File: src/rtl/writeback_queue.sv
// Write-side initiator for the register file: two producers (mem older than alu) feed an
// in-order FIFO drained onto one write port, with forwarding lookups. Optional WBQ_STATS_EN adds stall_cycles.
module writeback_queue #(
  parameter int DEPTH  = 4,
  parameter int DATA_W = 32,
  parameter int ADDR_W = 5
) (
  input  logic                       CLK,
  input  logic                       RST,
  input  logic                       mem_valid,
  output logic                       mem_ready,
  input  logic [ADDR_W-1:0]          mem_sel,
  input  logic [DATA_W-1:0]          mem_dat,
  input  logic                       alu_valid,
  output logic                       alu_ready,
  input  logic [ADDR_W-1:0]          alu_sel,
  input  logic [DATA_W-1:0]          alu_dat,
  input  logic                       drain_en,
  output logic                       WEN,
  output logic [ADDR_W-1:0]          wsel,
  output logic [DATA_W-1:0]          wdat,
  input  logic [ADDR_W-1:0]          rsel1,
  input  logic [ADDR_W-1:0]          rsel2,
  output logic                       fwd1_hit,
  output logic [DATA_W-1:0]          fwd1_dat,
  output logic                       fwd2_hit,
  output logic [DATA_W-1:0]          fwd2_dat,
  output logic [$clog2(DEPTH):0]     count,
  output logic                       full,
  output logic                       empty
`ifdef WBQ_STATS_EN
  ,
  output logic [31:0]                stall_cycles
`endif
);

  localparam int PW = $clog2(DEPTH);
  localparam int CW = PW + 1;

  logic [ADDR_W-1:0] sel_mem [DEPTH];
  logic [DATA_W-1:0] dat_mem [DEPTH];

  logic [PW-1:0] head_reg, tail_reg;
  logic [CW-1:0] count_reg;
  logic [CW-1:0] free;
  logic          mem_push, alu_push, pop;
  logic [PW-1:0] alu_slot;

  assign free      = CW'(DEPTH) - count_reg;
  assign mem_ready = (free >= CW'(1));
  assign alu_ready = (free >= CW'(2)) || ((free == CW'(1)) && !mem_valid);

  // Register 0 transfers complete the handshake but never occupy a slot.
  assign mem_push = mem_valid && mem_ready && (mem_sel != '0);
  assign alu_push = alu_valid && alu_ready && (alu_sel != '0);
  assign pop      = !empty && drain_en;
  assign alu_slot = mem_push ? tail_reg + PW'(1) : tail_reg;

  assign count = count_reg;
  assign empty = (count_reg == '0);
  assign full  = (count_reg == CW'(DEPTH));
  assign WEN   = pop;
  assign wsel  = sel_mem[head_reg];
  assign wdat  = dat_mem[head_reg];

  always_ff @(posedge CLK or posedge RST) begin
    if (RST) begin
      head_reg  <= '0;
      tail_reg  <= '0;
      count_reg <= '0;
    end else begin
      if (pop)
        head_reg <= head_reg + PW'(1);
      tail_reg  <= tail_reg + PW'(mem_push) + PW'(alu_push);
      count_reg <= count_reg + CW'(mem_push) + CW'(alu_push) - CW'(pop);
    end
  end

  // Payload storage needs no reset: occupancy is tracked solely by head/count.
  always_ff @(posedge CLK) begin
    if (mem_push) begin
      sel_mem[tail_reg] <= mem_sel;
      dat_mem[tail_reg] <= mem_dat;
    end
    if (alu_push) begin
      sel_mem[alu_slot] <= alu_sel;
      dat_mem[alu_slot] <= alu_dat;
    end
  end

  // Scan oldest to youngest so the last match (youngest) wins.
  function automatic logic [DATA_W:0] lookup(input logic [ADDR_W-1:0] rsel);
    logic [DATA_W:0] res;
    logic [PW-1:0]   idx;
    res = '0;
    for (int i = 0; i < DEPTH; i++) begin
      idx = head_reg + PW'(i);
      if ((CW'(i) < count_reg) && (rsel != '0) && (sel_mem[idx] == rsel))
        res = {1'b1, dat_mem[idx]};
    end
    return res;
  endfunction

  always_comb begin
    {fwd1_hit, fwd1_dat} = lookup(rsel1);
    {fwd2_hit, fwd2_dat} = lookup(rsel2);
  end

`ifdef WBQ_STATS_EN
  logic stall;
  assign stall = (mem_valid && !mem_ready) || (alu_valid && !alu_ready);

  always_ff @(posedge CLK or posedge RST) begin
    if (RST)
      stall_cycles <= '0;
    else if (stall && (stall_cycles != 32'hFFFF_FFFF))
      stall_cycles <= stall_cycles + 32'd1;
  end
`endif

  assert property (@(posedge CLK) disable iff (RST) count_reg <= CW'(DEPTH));

endmodule
File: config.mk
export PLATFORM = sky130hd
export DESIGN_NAME = writeback_queue
export DESIGN_NICKNAME = d
export VERILOG_FILES = /design/src/rtl/writeback_queue.sv
export SDC_FILE = /design/constraint.sdc
export NUM_CORES = 1
export LEC_CHECK = 0
export ABC_AREA = 1
export BUFFER_PORTS_ARGS = -buffer_cell sky130_fd_sc_hd__buf_4
export CAP_MARGIN = 20
export CORE_MARGIN = 2
export CORE_UTILIZATION = 45
export CTS_BUF_LIST = sky130_fd_sc_hd__clkbuf_4 sky130_fd_sc_hd__clkbuf_8
export CTS_CLUSTER_DIAMETER = 60
export CTS_CLUSTER_SIZE = 14
export DETAILED_ROUTE_END_ITERATION = 10
export PLACE_DENSITY_LB_ADDON = 0.2
export SLEW_MARGIN = 20
export SYNTH_ARGS = -nofsm -noshare
export SYNTH_HDL_FRONTEND = slang
export SYNTH_SLANG_ARGS = --single-unit
File: constraint.sdc
create_clock -name CLK -period 3.44 [get_ports CLK]
set_input_delay 0.344 -clock CLK [delete_from_list [all_inputs] [get_ports CLK]]
set_output_delay 0.344 -clock CLK [all_outputs]
set_load 0.01 [all_outputs]
==> out/summary.txt <==
status = complete, no violations
Worst Clk Skew = 12.70 ps
Filler cells = 3103
DP Area = 15550 sq um
initial antenna violation count = 0
Synth Area in Simple Gates = 0.3685
Syn Inst Count = 2262
via count = 15230
largest net degree at the start of global routing = 157
global-route wire length before repair = 75.73 mm
ant diodes = 0
vias in the first global route = 13080
sequential area share after synthesis = 0.3334
Die H = 179.5 um
gr usage total = 0.2968
grt total ovfl = 0
Pleak = 8.005 nW
fin. max-slew vios = 0
main combinational cell family by area after synthesis = simple AND/OR/NAND/NOR gates
internal power = 8.128 mW
clk_lat worst skew = 460 ps
CTS tree = built
sequential power share = 0.211
RSZ-0062 raised after global routing = no
synthesized area = 13860 sq um
post-synthesis mux area share = 0.0007224
syn_area_per_cell = 6.125 sq um
cell area power density = 1165 nW/um^2
top post-synthesis cells by area = edfxtp_1 (32%), nand2_1 (22%), o21ai_0 (13%), inv_1 (6.4%), nor2_1 (6.2%)
ratio of cells with drive above 1 in the final layout = 0.1316
Worst-path clk slew = 90 ps
count of different cell masters after synthesis = 32
Via density = 5.474
DR pass1 iterations = 6
Die Area = 32210 sq um
clock sink count = 155
Setup CP Type = reg2out
min-delay worst type = in2reg
hpwl dp = 35.75 mm
H-tree levels = 4
CP startpoint kind = flop
post-layout net count = 2477
Max FO, Critical Path = 23
XOR/XNOR share of the synthesized area = 0.005057
Clk pwr share = 0.073
kind of end point of the critical path = primary output
Root Driver = clkbuf_8
clock tree buffer depth = 2
Rows = 64
die width = 179.5 um
residual DRC count = 0
maxcap violations = 0
post-synthesis compound-gate area fraction = 0.1540
#FFs+latches synth = 155
CTS Buf Count = 17
Rel. slew slack = 0.4308
FMAX = 304.8 MHz
Final period util = 0.9538
Ports = 200
Syn Nets = 2366
antenna violation net count after detailed routing = 0
WL per Instance = 17.93 um
# setup viols final = 0
Final min period = 3281 ps
multi-input logic area = 7605 sq um
Power, Total = 18.81 mW
Yosys warnings = 0
register area = 4623 sq um
Synth top area share = 0.3208
final WL = 49.88 mm
Worst Max-Slew Pin Slew = 853.7 ps
Post-Synth Adder-Cell Area = 0.01517
Comb pwr share = 0.716
DRT iter0 DRCs = 2263
switching part of the total = 0.5678
Area growth, synth to finish = 16.50%
max reg flops = 128
TNS Setup = 0 ps
Core Area = 30430 sq um
Yosys top cell by area = edfxtp_1
finished layout cell area = 16140 sq um
Hold Vio Cnt, Final = 0
maximum vdd drop = 0.0006917 V
IO buf count = 199
RePlAce Congestion = 0.9332
CP arrival = 2940 ps
Psw = 10.68 mW
Crit path required time = 3100 ps
Starting Density = 0.4553
Yosys cell counts:
| cell type | count |
|---|---|
| mux2i_1 | 1 |
| nor3_1 | 3 |
| buf_4 | 24 |
| nor4_1 | 1 |
| buf_1 | 7 |
| nor2_2 | 5 |
| or2_1 | 1 |
| o21ai_0 | 354 |
| or2_2 | 2 |
| xnor2_1 | 1 |
| clkbuf_1 | 51 |
| buf_2 | 71 |
| nand2_4 | 1 |
| edfxtp_1 | 148 |
| nand3_2 | 2 |
| xor2_1 | 7 |
| o21ai_2 | 2 |
| inv_1 | 237 |
| fa_1 | 3 |
| o21ai_1 | 60 |
| nand3_1 | 133 |
| nor2_1 | 229 |
| a21oi_2 | 1 |
| ha_1 | 12 |
| a21oi_1 | 4 |
| o211ai_1 | 1 |
| nand2_1 | 815 |
| buf_6 | 3 |
| o21a_1 | 1 |
| inv_2 | 8 |
| nand4_1 | 67 |
| dfrtp_1 | 7 |
power by group through the flow:
| stage | Clock [mW] | Combinational (mW) | Sequential [mW] |
|---|---|---|---|
| CTS | 1.40 | 12.9 | 3.94 |
| global route | 1.45 | 14.8 | 4.03 |
| global placement | 0 | 12.7 | 3.96 |
| finish | 1.38 | 13.5 | 3.97 |
| floorplan | 0 | 8.32 | 3.70 |
| detailed placement | 0 | 12.9 | 3.99 |
path summary, 6_finish.rpt:
kind | slack, ps | start | end | cells after the start
setup / recovery | 160 | head_reg[0] | fwd1_dat[24] | 14
hold / removal | 190 | mem_dat[28] | dat_mem[1][28] | 3
setup reg to reg | 380 | count[0] | dat_mem[0][12] | 13
hold reg to reg | 550 | tail_reg[1] | tail_reg[1] | 1
max in group asynchronous | 2760 | RST | head_reg[0] | 3
min in group asynchronous | 400 | RST | tail_reg[0] | 3
metrics by stage:
stage / hold WS, ps / utilization / std cells / worst slack [ps]
final: 185.3 / 0.5305 / 2782 / 158.9
after global routing: 194.8 / 0.5305 / 2782 / 4.867
after CTS: 169.3 / 0.5244 / 2774 / 11.01
after detailed placement: 338.5 / 0.5110 / 2741 / 379.5
after global placement: 332.3 / 0.5110 / 2741 / 445.8
after floorplan: 147.4 / - / 2262 / 108.8
worst max-delay path, cell delays in order (launching register included):
cell     delay [ps]
dfrtp_4         530
inv_2           110
nand2_1          90
nand2_4         210
nand3_1         100
o21ai_1         180
inv_2            60
a21oi_1         150
o21ai_1         140
nor2_4          280
buf_12          210
nor2_1           50
nand2_1          60
nand2_1         110
buf_4           170
layout make-up:
cell class,count,share of cell area
clock buffers,17,0.01450
clock inverters,15,0.009767
inverters,245,0.05705
multi-input cells,1706,0.4711
flip-flops and latches,155,0.2864
well taps,396,0.03070
repair buffers,248,0.1305
per-layer routing:
layer	global-route usage	wire length (um)	vias to the layer above
met2	0.4067	19850	878
met5	0	0	-
met4	0.04553	512	0
li1	-	-	7493
met3	0.06746	5994	44
met1	0.4760	23530	6815
layout by cell type, fill, tap and decap left out, types with 3 or more instances in the layout:
cell type  netlist  routed
nand2_1        815     814
o21ai_0        354     352
inv_1          237     237
nor2_1         229     225
buf_4           24     222
edfxtp_1       148     148
nand3_1        133     126
nand4_1         67      67
o21ai_1         60      60
clkbuf_8         0      18
buf_12           0      13
ha_1            12      12
nand3_2          2       9
xor2_1           7       7
inv_2            8       7
nor2_2           5       6
dfrtp_1          7       6
buf_6            3       6
inv_6            0       5
a21oi_1          4       4
o21ai_2          2       4
nor2_4           0       3
nor3_1           3       3
fa_1             3       3
inv_8            0       3
cells by family after synthesis:
family / after synthesis
AO/OA/AOI/OAI: 423
AND/OR/NAND/NOR: 1259
flip-flops: 155
buffers and inverters: 401
XOR/XNOR: 8
multiplexers: 1
adder cells (fa/ha/maj): 15
what timing repair did:
| item | CTS | global route |
|---|---|---|
| hold buffers | 1 | 0 |
| hold endpoints to repair | 7 | 0 |
| resized for setup | 2 | 25 |
| cloned | 0 | 2 |
| pin swaps | 0 | 2 |
| buffers inserted | 0 | 6 |
| setup endpoints to repair | 32 | 65 |
Note: power is estimated with default switching activity, not from simulation.
